### src/rtl/instr_fetch_unit_pkg.sv
// Shared fetch types and constants for the instruction fetch unit
// and the multicycle control FSM.
package riscv_fetch_pkg;

  typedef enum logic [1:0] {
    IDLE  = 2'd0,
    REQ   = 2'd1,
    DONE  = 2'd2,
    FAULT = 2'd3
  } fetch_state_t;

  localparam logic [31:0] NOP_INSTR = 32'h00000013;

  localparam logic [1:0] FAULT_NONE     = 2'b00;
  localparam logic [1:0] FAULT_MISALIGN = 2'b01;
  localparam logic [1:0] FAULT_TIMEOUT  = 2'b10;

  localparam logic [6:0] OPC_LOAD   = 7'h03;
  localparam logic [6:0] OPC_OPIMM  = 7'h13;
  localparam logic [6:0] OPC_AUIPC  = 7'h17;
  localparam logic [6:0] OPC_STORE  = 7'h23;
  localparam logic [6:0] OPC_OP     = 7'h33;
  localparam logic [6:0] OPC_LUI    = 7'h37;
  localparam logic [6:0] OPC_BRANCH = 7'h63;
  localparam logic [6:0] OPC_JALR   = 7'h67;
  localparam logic [6:0] OPC_JAL    = 7'h6f;
  localparam logic [6:0] OPC_SYSTEM = 7'h73;

  function automatic logic word_aligned(input logic [1:0] lsb);
    return lsb == 2'b00;
  endfunction

endpackage

### src/rtl/instr_fetch_unit_if.sv
// Instruction memory req/ack bus between fetch unit and memory.
interface instr_fetch_unit_if #(
  parameter int ADDR_W = 64
);
  logic              mem_req;
  logic [ADDR_W-1:0] mem_addr;
  logic              mem_ack;
  logic [31:0]       mem_rdata;

  modport master (
    output mem_req,
    output mem_addr,
    input  mem_ack,
    input  mem_rdata
  );

  modport slave (
    input  mem_req,
    input  mem_addr,
    output mem_ack,
    output mem_rdata
  );
endinterface

### src/rtl/instr_fetch_unit_timeout_ctr.sv
// REQ-state watchdog; built only with FETCH_TIMEOUT_EN.
module fetch_timeout_ctr #(
  parameter int TIMEOUT_CYC = 16
) (
  input  logic clk,
  input  logic reset,
  input  logic start,
  input  logic active,
  output logic expired
);
  localparam int CW = $clog2(TIMEOUT_CYC + 1);
  localparam logic [CW-1:0] LAST = CW'(TIMEOUT_CYC - 1);

  logic [CW-1:0] cnt;

  always_ff @(posedge clk or posedge reset) begin
    if (reset) begin
      cnt <= '0;
    end else if (start) begin
      cnt <= '0;
    end else if (active) begin
      cnt <= cnt + CW'(1);
    end
  end

  // Fires in the un-acked cycle whose increment would reach the limit.
  assign expired = active && (cnt == LAST);

endmodule

### src/rtl/instr_fetch_unit.sv
// Single-instruction fetch over a req/ack bus with IR and decode slices.
// Optional REQ timeout fault enabled by FETCH_TIMEOUT_EN.
module instr_fetch_unit
  import riscv_fetch_pkg::*;
#(
  parameter int ADDR_W      = 64,
  parameter int TIMEOUT_CYC = 16
) (
  input  logic              clk,
  input  logic              reset,
  input  logic              fetch_start,
  input  logic [ADDR_W-1:0] pc_in,
  input  logic              fault_clr,
  instr_fetch_unit_if.master mem,
  output logic [31:0]       instr,
  output logic [6:0]        opcode,
  output logic [2:0]        func3,
  output logic [6:0]        func7,
  output logic [4:0]        rd,
  output logic [4:0]        rs1,
  output logic [4:0]        rs2,
  output logic              is_nop,
  output logic              instr_valid,
  output logic              busy,
  output logic              fault,
  output logic [1:0]        fault_code
);

  fetch_state_t      state, state_nx;
  logic [31:0]       ir;
  logic [ADDR_W-1:0] addr;
  logic [1:0]        fcode;
  logic              aligned;
  logic              ack;
  logic              req_enter;
  logic              req_wait;
  logic              tmo_hit;

  assign aligned   = word_aligned(pc_in[1:0]);
  assign ack       = (state == REQ) && mem.mem_ack;
  assign req_wait  = (state == REQ) && !mem.mem_ack;
  assign req_enter = (state == IDLE) && fetch_start && aligned;

`ifdef FETCH_TIMEOUT_EN
  fetch_timeout_ctr #(
    .TIMEOUT_CYC(TIMEOUT_CYC)
  ) u_tmo (
    .clk    (clk),
    .reset  (reset),
    .start  (req_enter),
    .active (req_wait),
    .expired(tmo_hit)
  );
`else
  assign tmo_hit = (TIMEOUT_CYC < 0) && req_wait;
`endif

  always_ff @(posedge clk or posedge reset) begin
    if (reset) begin
      state <= IDLE;
    end else begin
      state <= state_nx;
    end
  end

  always_comb begin
    state_nx = state;
    unique case (state)
      IDLE: begin
        if (fetch_start) begin
          state_nx = aligned ? REQ : FAULT;
        end
      end
      REQ: begin
        unique case (1'b1)
          ack:     state_nx = DONE;
          tmo_hit: state_nx = FAULT;
          default: state_nx = REQ;
        endcase
      end
      DONE:  state_nx = IDLE;
      FAULT: begin
        if (fault_clr) begin
          state_nx = IDLE;
        end
      end
      default: state_nx = IDLE;
    endcase
  end

  always_ff @(posedge clk or posedge reset) begin
    if (reset) begin
      ir    <= NOP_INSTR;
      addr  <= '0;
      fcode <= FAULT_NONE;
    end else begin
      if (req_enter) begin
        addr <= pc_in;
      end
      if (ack) begin
        ir <= mem.mem_rdata;
      end
      unique case (1'b1)
        (state == IDLE) && fetch_start && !aligned:
          fcode <= FAULT_MISALIGN;
        tmo_hit:
          fcode <= FAULT_TIMEOUT;
        (state == FAULT) && fault_clr:
          fcode <= FAULT_NONE;
        default: ;
      endcase
    end
  end

  // Request is decoded from state so reset drops it without a clock.
  assign mem.mem_req  = (state == REQ);
  assign mem.mem_addr = addr;

  assign instr       = ir;
  assign opcode      = ir[6:0];
  assign rd          = ir[11:7];
  assign func3       = ir[14:12];
  assign rs1         = ir[19:15];
  assign rs2         = ir[24:20];
  assign func7       = ir[31:25];
  assign is_nop      = (ir == NOP_INSTR);
  assign instr_valid = (state == DONE);
  assign busy        = (state != IDLE);
  assign fault       = (state == FAULT);
  assign fault_code  = fcode;

endmodule

### src/flat_wrapper.sv
// flat-port wrapper written by rule: the top's interface ports become plain ports
module instr_fetch_unit_flat import riscv_fetch_pkg::*;
#(
  parameter int ADDR_W      = 64,
  parameter int TIMEOUT_CYC = 16
)
  (clk, reset, fetch_start, pc_in, fault_clr, instr, opcode, func3, func7, rd, rs1, rs2, is_nop, instr_valid, busy, fault, fault_code, mem_mem_req, mem_mem_addr, mem_mem_ack, mem_mem_rdata);
  instr_fetch_unit_if #(.ADDR_W(ADDR_W)) mem_i ();
  input  logic clk;
  input  logic reset;
  input  logic fetch_start;
  input  logic [ADDR_W-1:0] pc_in;
  input  logic fault_clr;
  output logic [31:0] instr;
  output logic [6:0] opcode;
  output logic [2:0] func3;
  output logic [6:0] func7;
  output logic [4:0] rd;
  output logic [4:0] rs1;
  output logic [4:0] rs2;
  output logic is_nop;
  output logic instr_valid;
  output logic busy;
  output logic fault;
  output logic [1:0] fault_code;
  output wire logic [$bits(mem_i.mem_req)-1:0] mem_mem_req;
  output wire logic [$bits(mem_i.mem_addr)-1:0] mem_mem_addr;
  input wire logic [$bits(mem_i.mem_ack)-1:0] mem_mem_ack;
  input wire logic [$bits(mem_i.mem_rdata)-1:0] mem_mem_rdata;
  assign mem_mem_req = mem_i.mem_req;
  assign mem_mem_addr = mem_i.mem_addr;
  assign mem_i.mem_ack = mem_mem_ack;
  assign mem_i.mem_rdata = mem_mem_rdata;
  instr_fetch_unit #(.ADDR_W(ADDR_W), .TIMEOUT_CYC(TIMEOUT_CYC)) u_core (.clk(clk), .reset(reset), .fetch_start(fetch_start), .pc_in(pc_in), .fault_clr(fault_clr), .mem(mem_i), .instr(instr), .opcode(opcode), .func3(func3), .func7(func7), .rd(rd), .rs1(rs1), .rs2(rs2), .is_nop(is_nop), .instr_valid(instr_valid), .busy(busy), .fault(fault), .fault_code(fault_code));
endmodule
### config.mk
export PLATFORM = sky130hd
export DESIGN_NAME = instr_fetch_unit_flat
export DESIGN_NICKNAME = d
export VERILOG_FILES = /design/src/rtl/instr_fetch_unit_pkg.sv /design/src/rtl/instr_fetch_unit_if.sv /design/src/rtl/instr_fetch_unit_timeout_ctr.sv /design/src/rtl/instr_fetch_unit.sv /design/src/flat_wrapper.sv
export SDC_FILE = /design/constraint.sdc
export NUM_CORES = 1
export LEC_CHECK = 0
export CAP_MARGIN = 5
export CORE_AREA = 3 3 126 98
export DETAILED_ROUTE_END_ITERATION = 10
export DIE_AREA = 0 0 129 101
export PLACE_DENSITY = 0.87
export SLEW_MARGIN = 20
export SYNTH_ARGS = -nofsm -noshare
export SYNTH_HDL_FRONTEND = slang
export SYNTH_SLANG_ARGS = --single-unit
### constraint.sdc
create_clock -name clk -period 3.74 [get_ports clk]
set_input_delay 0.748 -clock clk [delete_from_list [all_inputs] [get_ports clk]]
set_output_delay 0.748 -clock clk [all_outputs]
set_load 0.02 [all_outputs]
==> results of run 1 <==
## cell type report
cell class | count | area [µm²] | share of cell area (%)
Timing Repair Buffer | 237 | 2380 | 34.7
Multi-Input combinational cell | 125 | 1470 | 21.3
Sequential cell | 99 | 2480 | 36.1
Tap cell | 144 | 180 | 2.62
Clock buffer | 11 | 243 | 3.53
Clock inverter | 5 | 100 | 1.46
Inverter | 2 | 12.5 | 0.182
## flip-flops by register name, summed over array words and instances (netlist names)
name                 cells
u_core.state             2
u_core.mem.mem_addr     64
u_core.fault_code        1
u_core.instr            32
## where the power goes
| part | leakage [nW] | internal (mW) | switching, mW | total [mW] |
|---|---|---|---|---|
| logic | 1.70 | 1.92 | 1.49 | 3.42 |
| clock network | 0.169 | 0.670 | 0.384 | 1.05 |
| registers | 1.19 | 1.62 | 0.436 | 2.05 |
## final timing paths
| check | startpoint | endpoint | depth (start not counted) |
|---|---|---|---|
| setup / recovery | u_core.instr[16] | is_nop | 4 |
| hold / removal | u_core.mem.mem_addr[1] | u_core.mem.mem_addr[1] | 1 |
| setup reg to reg | u_core.state[1] | u_core.mem.mem_addr[4] | 4 |
| hold reg to reg | u_core.mem.mem_addr[1] | u_core.mem.mem_addr[1] | 1 |
| max in group asynchronous | reset | u_core.instr[0] | 3 |
| min in group asynchronous | reset | u_core.mem.mem_addr[56] | 2 |
## cell usage in the layout, fill, tap and decap left out, types with 2 or more instances in the layout
cell type / count
sky130_fd_sc_hd__dfstp_2: 3
sky130_fd_sc_hd__bufinv_16: 3
sky130_fd_sc_hd__nand2_1: 5
sky130_fd_sc_hd__nand4_1: 2
sky130_fd_sc_hd__and2_1: 3
sky130_fd_sc_hd__o21ai_0: 2
sky130_fd_sc_hd__nor4_1: 6
sky130_fd_sc_hd__buf_4: 2
sky130_fd_sc_hd__clkbuf_16: 9
sky130_fd_sc_hd__mux2_2: 36
sky130_fd_sc_hd__clkdlybuf4s50_1: 234
sky130_fd_sc_hd__dfrtp_1: 96
sky130_fd_sc_hd__mux2_4: 58
sky130_fd_sc_hd__clkinv_2: 2
## routing by layer
metal | track usage (%) | up-vias | wire (µm)
met1 | 19.6 | 1390 | 4220
met3 | 6.36 | 12 | 978
met2 | 27.3 | 155 | 5470
met5 | 0 | - | 0
li1 | - | 1313 | -
met4 | 5.25 | 0 | 152
## cell families (layout without fill, tap and decap cells)
family | Yosys count | in the layout
flops | 99 | 99
mux | 95 | 95
buf+inv | 46 | 255
simple gates | 24 | 24
compound gates | 5 | 5
other cells | 1 | 1
## critical path, cell delays in order, from the launching register on
cell and delay, ns:
sky130_fd_sc_hd__dfrtp_1 0.42, sky130_fd_sc_hd__nor4_1 0.32, sky130_fd_sc_hd__nand4_1 0.23, sky130_fd_sc_hd__nor3_1 0.24, sky130_fd_sc_hd__clkdlybuf4s50_1 0.63
==> load_flow_metrics.sql, run 1 <==
INSERT INTO impl_metrics (metric_group, metric, value, unit) VALUES
('synth', 'synthFlopType', 'sky130_fd_sc_hd__dfrtp_1', ''),
('synth', 'synth_xor_area_share', '0', '%'),
('routing', 'ant_nets', '0', ''),
('timing', 'worst_margin_slew', '0.869', 'ns'),
('global_route', 'grt_pass1_wl', '16600', 'µm'),
('global_route', 'gr-usage-all-layers', '16.4', '%'),
('worst_hold_path', 'hp-class', 'reg -> reg', ''),
('final_layout', 'areaGrowthSynthToFinish', '58.1', '%'),
('worst_setup_path', 'timing.critical_path.arrival', '2.18', 'ns'),
('timing', 'hold_ws', '0.496', 'ns'),
('final_layout', 'fillerInstances', '857', ''),
('worst_setup_path', 'crit_path_max_fanout', '4', ''),
('global_route', 'grt_max_degree', '99', ''),
('synth', 'yosys.cell_count.top_type', 'sky130_fd_sc_hd__dfrtp_1', ''),
('final_layout', 'fin_util', '60.7', '%'),
('timing', 'fin_worst_skew', '0.00461', 'ns'),
('synth', 'synth_enable_flop_cells', '0', ''),
('final_layout', 'layout.cell_area.non_filler', '6870', 'µm²'),
('placement', 'place_congestion', '0.845', ''),
('timing', 'timing.max_slew.rel_slack', '42.1', '%'),
('floorplan', 'placementRows', '34', ''),
('synth', 'post_synth_main_area_contributors', 'sky130_fd_sc_hd__dfrtp_1 55%, sky130_fd_sc_hd__mux2_4 20%, sky130_fd_sc_hd__mux2_2 9.3%', ''),
('clocking', 'cts_tree', 'done', ''),
('synth', 'synth_adder_area_share', '0', '%'),
('final_layout', 'layout_cells_sized_above_1', '24.6', '%'),
('status', 'status', 'finished, final reports clean', ''),
('synth', 'synth.top_cells.by_count', '96 x sky130_fd_sc_hd__dfrtp_1, 58 x sky130_fd_sc_hd__mux2_4, 36 x sky130_fd_sc_hd__mux2_2', ''),
('routing', 'vias_per_cell', '4.61', ''),
('clocking', 'clock_sink_count', '99', ''),
('synth', 'postSynthAreaPerCell', '16.1', 'µm²'),
('synth', 'synth_cells', '270', ''),
('placement', 'post_place_setup_slack', '0.915', 'ns'),
('worst_setup_path', 'reg2reg_slack', '1.61', 'ns'),
('routing', 'detailedRoute.firstPassIterationCount', '4', ''),
('worst_setup_path', 'req_time_crit_path', '2.99', 'ns'),
('clocking', 'clk-insertion-delay-late', '0.33', 'ns'),
('timing', 'finalCriticalPeriod', '2.93', 'ns'),
('floorplan', 'io_pins', '236', ''),
('synth', 'synth-compound-area-share', '0.749', '%'),
('clocking', 'h_tree_level_count', '3', ''),
('clocking', 'cts_max_path_buffers', '2', ''),
('power', 'power_per_cell_area', '950', 'nW/µm²'),
('timing', 'maxClockFrequency', '342', 'MHz'),
('final_layout', 'final_nets', '575', ''),
('clocking', 'cts_root_buffer', 'sky130_fd_sc_hd__clkbuf_16', ''),
('synth', 'synth_seq_cells', '99', ''),
('timing', 'grt_setup_unrepaired', 'no', ''),
('clocking', 'ctsResizeCount', '0', ''),
('final_layout', 'finish.cell_count_without_fillers', '623', ''),
('synth', 'async_reset_ff_share', '100', '%'),
('global_route', 'grt_overflow', '0', ''),
('synth', 'syn-num-nets', '371', ''),
('clocking', 'number_of_hold_repair_buffers_added_at_the_cts_stage', '0', ''),
('power', 'static_leakage_power', '3.06', 'nW'),
('placement', 'portBuffers', '234', ''),
('placement', 'detailed_place.area', '6500', 'µm²'),
('clocking', 'post_cts_buffers', '0', ''),
('routing', 'drt_wl_total', '10800', 'µm'),
('floorplan', 'design.die.area', '13000', 'µm²'),
('timing', 'final.setup.tns', '0', 'ns'),
('worst_setup_path', 'critical_setup_path_kind', 'reg -> out', ''),
('flow_run', 'max_cap_violations', '0', ''),
('floorplan', 'initial_cell_density_of_the_core', '38.4', '%'),
('timing', 'post-route-worst-setup-slack', '0.814', 'ns'),
('synth', 'synth.distinct_cells', '29', ''),
('synth', 'seq_area_frac_synth', '57.1', '%'),
('floorplan', 'chipHeight', '101', 'µm'),
('worst_setup_path', 'worstSetupEndpointType', 'output pin', ''),
('floorplan', 'die_w', '129', 'µm'),
('placement', 'dp_hpwl', '7950', 'µm'),
('synth', 'netlist.area_leader.share', '55.3', '%');
Note: power is estimated with default switching activity, not from simulation.
==> inputs of run 2 (changes only) <==
==> constraint.sdc (replaced) <==
create_clock -name clk -period 2.79 [get_ports clk]
set_input_delay 0.558 -clock clk [delete_from_list [all_inputs] [get_ports clk]]
set_output_delay 0.558 -clock clk [all_outputs]
set_load 0.02 [all_outputs]
==> load_flow_metrics.sql, run 2 (synthesized netlist as in run 1, its figures left out) <==
INSERT INTO impl_metrics (metric_group, metric, value, unit) VALUES
('timing', 'worst_margin_slew', '0.530', 'ns'),
('flow_run', 'max_cap_violations', '0', ''),
('power', 'power.ir.vdd_worst', '0.684', 'mV'),
('status', 'status', 'finished, final reports clean', ''),
('floorplan', 'design.die.area', '13000', 'µm²'),
('timing', 'finalCriticalPeriod', '2.68', 'ns'),
('worst_setup_path', 'worst_path_largest_cell_delay', '0.63', 'ns'),
('floorplan', 'initial_cell_density_of_the_core', '38.4', '%'),
('worst_setup_path', 'worst-r2r-cell-count', '4', ''),
('routing', 'drt_drc_violations_left', '0', ''),
('global_route', 'grt_antenna_before_repair', '0', ''),
('routing', 'avgRoutedWirePerCell', '17.4', 'µm'),
('routing', 'vias_per_cell', '4.57', ''),
('timing', 'slew_viol_final', '0', ''),
('final_layout', 'layout.cells.most_common', 'sky130_fd_sc_hd__clkdlybuf4s50_1', ''),
('floorplan', 'die_w', '129', 'µm'),
('worst_setup_path', 'worstSetupEndpointType', 'output pin', ''),
('timing', 'maxClockFrequency', '374', 'MHz'),
('worst_setup_path', 'timing.critical_path.arrival', '2.12', 'ns'),
('placement', 'portBuffers', '234', ''),
('timing', 'fin_worst_skew', '0.00346', 'ns'),
('worst_hold_path', 'hp-class', 'in -> async', ''),
('power', 'static_leakage_power', '3.04', 'nW'),
('timing', 'final.setup.tns', '0', 'ns'),
('clocking', 'tritoncts.num_buffers', '9', ''),
('routing', 'detailedRoute.firstPassIterationCount', '4', ''),
('clocking', 'ctsResizeCount', '0', ''),
('worst_setup_path', 'worstPathCellList', 'nor4_1 -> nand4_1 -> nor3_1 -> clkdlybuf4s50_1', ''),
('clocking', 'post_cts_buffers', '0', ''),
('worst_setup_path', 'req_time_crit_path', '2.23', 'ns'),
('floorplan', 'core_region_area', '11300', 'µm²'),
('power', 'power_per_cell_area', '1260', 'nW/µm²'),
('worst_setup_path', 'cpLargestDelayFamily', 'simple AND/OR/NAND/NOR gates', ''),
('routing', 'route.vias.total', '2852', ''),
('worst_setup_path', 'crit_slowest_cell', 'sky130_fd_sc_hd__clkdlybuf4s50_1', ''),
('clocking', 'cts_max_path_buffers', '2', ''),
('timing', 'timing.final.hold_violations', '0', ''),
('final_layout', 'areaGrowthSynthToFinish', '57.3', '%'),
('floorplan', 'chipHeight', '101', 'µm'),
('worst_setup_path', 'reg2reg_slack', '0.97', 'ns'),
('worst_setup_path', 'crit_path_max_fanout', '4', ''),
('timing', 'finalSetupViolations', '0', ''),
('worst_setup_path', 'timing.rr.start', 'u_core.state[1]', ''),
('routing', 'ant_nets', '0', ''),
('placement', 'post_place_setup_slack', '0.456', 'ns'),
('final_layout', 'final_nets', '576', ''),
('clocking', 'clock_sink_count', '99', ''),
('routing', 'drt_wl_total', '10800', 'µm'),
('clocking', 'cts_root_buffer', 'sky130_fd_sc_hd__clkbuf_16', ''),
('final_layout', 'number_of_inserted_diodes', '0', ''),
('worst_setup_path', 'critical_setup_path_kind', 'reg -> out', ''),
('placement', 'place_congestion', '0.803', ''),
('timing', 'timing.max_slew.rel_slack', '64.6', '%'),
('routing', 'drtIter0Drc', '81', ''),
('timing', 'post-route-worst-setup-slack', '0.114', 'ns'),
('global_route', 'gr-usage-all-layers', '16.6', '%'),
('final_layout', 'layout_cells_sized_above_1', '24.8', '%'),
('global_route', 'grt_pass1_wl', '16800', 'µm'),
('worst_setup_path', 'worstReg2RegEnd', 'u_core.mem.mem_addr[36]', ''),
('timing', 'final_min_period_over_clock_period', '95.9', '%'),
('global_route', 'grt_max_degree', '98', ''),
('floorplan', 'io_pins', '236', ''),
('clocking', 'clkTransAtPathRegs', '0.07', 'ns'),
('global_route', 'number_of_global_route_vias_before_repair', '3073', ''),
('worst_setup_path', 'worst-path-buf-inv', '1', ''),
('clocking', 'clk-insertion-delay-late', '0.33', 'ns'),
('final_layout', 'layout.cells.most_common_list', '234 x sky130_fd_sc_hd__clkdlybuf4s50_1, 96 x sky130_fd_sc_hd__dfrtp_1, 58 x sky130_fd_sc_hd__mux2_4, 36 x sky130_fd_sc_hd__mux2_2, 9 x sky130_fd_sc_hd__clkbuf_16', ''),
('worst_setup_path', 'timing.critical_path.from_type', 'flop', ''),
('clocking', 'cts_tree', 'done', ''),
('placement', 'dp_hpwl', '8140', 'µm'),
('clocking', 'h_tree_level_count', '3', ''),
('final_layout', 'largest_reg_flops', '64', ''),
('global_route', 'grt_overflow', '0', ''),
('timing', 'grt_setup_unrepaired', 'no', ''),
('clocking', 'number_of_hold_repair_buffers_added_at_the_cts_stage', '0', ''),
('floorplan', 'placementRows', '34', '');
## run 2: cell type report
type / instances / area (µm²)
flip-flops and latches: 99 / 2480
multi-input cells: 125 / 1470
well taps: 144 / 180
repair buffers: 238 / 2400
inverters: 2 / 11.3
clock inverters: 6 / 66.3
clock buffers: 10 / 229
fillers: 839 / 4490
## run 2: metrics by stage
step	utilization [%]	std cells	total power, mW	hold slack (ns)	area [µm²]
2_1_floorplan	-	270	5.35	0.601	4350
3_3_place_gp	57.8	608	7.31	0.472	6540
3_5_place_dp	57.8	608	7.41	0.473	6540
4_1_cts	60.4	624	8.69	0.437	6830
5_1_grt	60.4	624	9.01	0.439	6830
6_report	60.4	624	8.58	0.451	6830
## run 2: worst max path at each step
| stage | start | end | slack, ns | depth (start not counted) |
|---|---|---|---|---|
| after floorplan | u_core.instr[4] | is_nop | 0.84 | 3 |
| after global placement | u_core.instr[16] | is_nop | 0.45 | 4 |
| after detailed placement | u_core.instr[9] | is_nop | 0.46 | 4 |
| after CTS | u_core.instr[9] | is_nop | 0.08 | 4 |
| after global routing | u_core.instr[8] | is_nop | 0.003 | 4 |
| final | u_core.instr[16] | is_nop | 0.11 | 4 |
## run 2: routing by layer
metal	wire [µm]	global-route usage, %	up-vias
li1	-	-	1312
met1	4240	19.5	1386
met2	5390	28.1	143
met3	1070	6.78	11
met4	134	4.44	0
met5	0	0	-
## run 2: power by group
| group | leakage [nW] | internal (mW) | switching [mW] |
|---|---|---|---|
| Clock | 0.146 | 0.697 | 0.527 |
| Combinational | 1.70 | 2.58 | 2.03 |
| Sequential | 1.19 | 2.17 | 0.572 |
==> inputs of run 3 (changes only) <==
--- a/config.mk
+++ b/config.mk
@@ -9,7 +9,8 @@
 export CORE_AREA = 3 3 126 98
 export DETAILED_ROUTE_END_ITERATION = 10
 export DIE_AREA = 0 0 129 101
-export PLACE_DENSITY = 0.87
+export PLACE_DENSITY = 0.79
+export RECOVER_POWER = 25
 export SLEW_MARGIN = 20
 export SYNTH_ARGS = -nofsm -noshare
 export SYNTH_HDL_FRONTEND = slang
==> load_flow_metrics.sql, run 3 (synthesized netlist as in run 1, its figures left out) <==
INSERT INTO impl_metrics (metric_group, metric, value, unit) VALUES
('global_route', 'gr-usage-all-layers', '16.9', '%'),
('status', 'status', 'finished, final reports clean', ''),
('routing', 'route.vias.total', '2861', ''),
('final_layout', 'number_of_inserted_diodes', '0', ''),
('routing', 'ant_nets', '0', ''),
('timing', 'slew_viol_final', '0', ''),
('floorplan', 'design.die.area', '13000', 'µm²'),
('worst_setup_path', 'timing.critical_path.from_type', 'flop', ''),
('timing', 'hold_ws', '0.483', 'ns'),
('clocking', 'clkTransAtPathRegs', '0.07', 'ns'),
('worst_setup_path', 'req_time_crit_path', '2.23', 'ns'),
('final_layout', 'fillerInstances', '870', ''),
('power', 'power_per_cell_area', '1260', 'nW/µm²'),
('routing', 'detailedRoute.firstPassIterationCount', '4', ''),
('floorplan', 'placementRows', '34', ''),
('clocking', 'cts_max_path_buffers', '2', ''),
('floorplan', 'core_region_area', '11300', 'µm²'),
('final_layout', 'layout.cells.most_common_list', '231 x sky130_fd_sc_hd__clkdlybuf4s50_1, 96 x sky130_fd_sc_hd__dfrtp_1, 58 x sky130_fd_sc_hd__mux2_4, 36 x sky130_fd_sc_hd__mux2_2, 9 x sky130_fd_sc_hd__clkbuf_16', ''),
('routing', 'drtIter0Drc', '90', ''),
('clocking', 'clk-insertion-delay-late', '0.33', 'ns'),
('global_route', 'grt_overflow', '0', ''),
('worst_setup_path', 'crit_slowest_cell', 'sky130_fd_sc_hd__dfrtp_1', ''),
('floorplan', 'initial_cell_density_of_the_core', '38.4', '%'),
('final_layout', 'layout_cells_sized_above_1', '24.8', '%'),
('timing', 'finalCriticalPeriod', '2.47', 'ns'),
('clocking', 'cts_tree', 'done', ''),
('routing', 'drt_drc_violations_left', '0', ''),
('global_route', 'grt_max_degree', '100', ''),
('clocking', 'tritoncts.num_buffers', '9', ''),
('floorplan', 'chipHeight', '101', 'µm'),
('clocking', 'cts_root_buffer', 'sky130_fd_sc_hd__clkbuf_16', ''),
('timing', 'maxClockFrequency', '404', 'MHz'),
('timing', 'worst_margin_slew', '1.35', 'ns'),
('routing', 'avgRoutedWirePerCell', '17.3', 'µm'),
('clocking', 'number_of_hold_repair_buffers_added_at_the_cts_stage', '0', ''),
('clocking', 'h_tree_level_count', '3', ''),
('clocking', 'ctsResizeCount', '1', ''),
('timing', 'grt_setup_unrepaired', 'no', ''),
('final_layout', 'layout.cells.most_common', 'sky130_fd_sc_hd__clkdlybuf4s50_1', ''),
('timing', 'fin_worst_skew', '0.00536', 'ns'),
('final_layout', 'sequential_cell_area', '2480', 'µm²'),
('power', 'static_leakage_power', '3.05', 'nW'),
('final_layout', 'final_nets', '576', ''),
('clocking', 'post_cts_buffers', '0', ''),
('routing', 'drt_wl_total', '10800', 'µm'),
('final_layout', 'largest_reg_flops', '64', ''),
('routing', 'vias_per_cell', '4.59', ''),
('timing', 'timing.max_slew.rel_slack', '9.83', '%'),
('worst_setup_path', 'critical_setup_path_kind', 'reg -> out', ''),
('worst_hold_path', 'hp-class', 'reg -> reg', ''),
('floorplan', 'io_pins', '236', ''),
('timing', 'final.setup.tns', '0', 'ns'),
('global_route', 'number_of_global_route_vias_before_repair', '3161', ''),
('timing', 'finalSetupViolations', '0', ''),
('worst_setup_path', 'worst_path_largest_cell_delay', '0.41', 'ns'),
('flow_run', 'max_cap_violations', '0', ''),
('clocking', 'clock_sink_count', '99', ''),
('placement', 'place_congestion', '0.758', ''),
('worst_setup_path', 'timing.critical_path.arrival', '1.92', 'ns'),
('placement', 'dp_hpwl', '8000', 'µm'),
('worst_setup_path', 'cpLargestDelayFamily', 'simple AND/OR/NAND/NOR gates', ''),
('worst_setup_path', 'worstSetupEndpointType', 'output pin', ''),
('worst_setup_path', 'worst-path-buf-inv', '1', ''),
('floorplan', 'die_w', '129', 'µm'),
('final_layout', 'areaGrowthSynthToFinish', '57.4', '%'),
('worst_setup_path', 'worstPathCellList', 'nor4_1 -> nand4_1 -> nor3_1 -> dlygate4sd2_1', ''),
('final_layout', 'multi_input_area', '1470', 'µm²'),
('worst_setup_path', 'crit_path_max_fanout', '4', ''),
('power', 'power.ir.vdd_worst', '0.576', 'mV'),
('global_route', 'grt_antenna_before_repair', '0', ''),
('timing', 'timing.final.hold_violations', '0', ''),
('placement', 'portBuffers', '234', ''),
('global_route', 'grt_pass1_wl', '17100', 'µm'),
('timing', 'final_min_period_over_clock_period', '88.6', '%'),
('power', 'p_total', '8.63', 'mW');
[run 3: changes by cell type in the layout (fill, tap and decap cells not counted)]
cell	before	now
sky130_fd_sc_hd__clkdlybuf4s50_1	234	231
sky130_fd_sc_hd__clkinv_4	3	0
sky130_fd_sc_hd__dlygate4sd3_1	0	2
sky130_fd_sc_hd__buf_12	2	1
sky130_fd_sc_hd__bufinv_16	1	2
sky130_fd_sc_hd__clkbuf_1	1	0
sky130_fd_sc_hd__clkbuf_4	0	1
sky130_fd_sc_hd__clkbuf_8	0	1
sky130_fd_sc_hd__clkinvlp_4	1	2
sky130_fd_sc_hd__dlygate4sd2_1	0	1
[run 3: metrics by stage]
| step | cell area, µm² | setup slack [ns] | cells | utilization [%] |
|---|---|---|---|---|
| after detailed placement | 6540 | 0.347 | 608 | 57.8 |
| final | 6840 | 0.317 | 623 | 60.4 |
| after floorplan | 4350 | 0.840 | 270 | - |
| after global routing | 6840 | 0.172 | 623 | 60.4 |
| after CTS | 6850 | 0.281 | 623 | 60.5 |
| after global placement | 6540 | 0.386 | 608 | 57.8 |
[run 3: path summary, 6_finish.rpt]
path	start	to	slack [ns]	cells after the start
setup / recovery	u_core.instr[16]	is_nop	0.32	4
hold / removal	u_core.mem.mem_addr[1]	u_core.mem.mem_addr[1]	0.48	1
setup reg to reg	u_core.state[1]	u_core.mem.mem_addr[25]	0.81	4
hold reg to reg	u_core.mem.mem_addr[1]	u_core.mem.mem_addr[1]	0.48	1
max in group asynchronous	reset	u_core.mem.mem_addr[33]	0.73	3
min in group asynchronous	reset	u_core.mem.mem_addr[22]	1.21	3
[run 3: per-layer routing]
layer	up-vias	wire length, µm	track usage [%]
li1	1304	-	-
met4	0	172	5.25
met5	-	0	0
met1	1400	4390	20.3
met3	14	1030	6.51
met2	143	5190	28.1
[run 3: worst reg2reg max path, delay by kind of cell, from the launching register on]
kind	cells	cell delay (ns)
buffers and inverters	1	0.27
AND/OR/NAND/NOR	2	0.79
multiplexers	1	0.36
flip-flops	1	0.45
[run 3: layout make-up]
| class | instances | area share (%) |
|---|---|---|
| Clock inverter | 5 | 1.13 |
| Sequential cell | 99 | 36.3 |
| Tap cell | 144 | 2.63 |
| Inverter | 2 | 0.165 |
| Timing Repair Buffer | 238 | 34.9 |
| Multi-Input combinational cell | 125 | 21.4 |
| Clock buffer | 10 | 3.49 |
[run 3: where the power goes]
group | switching (mW) | internal [mW]
clock | 0.511 | 0.802
sequential | 0.553 | 2.17
combinational | 2.02 | 2.58
total | 3.08 | 5.55
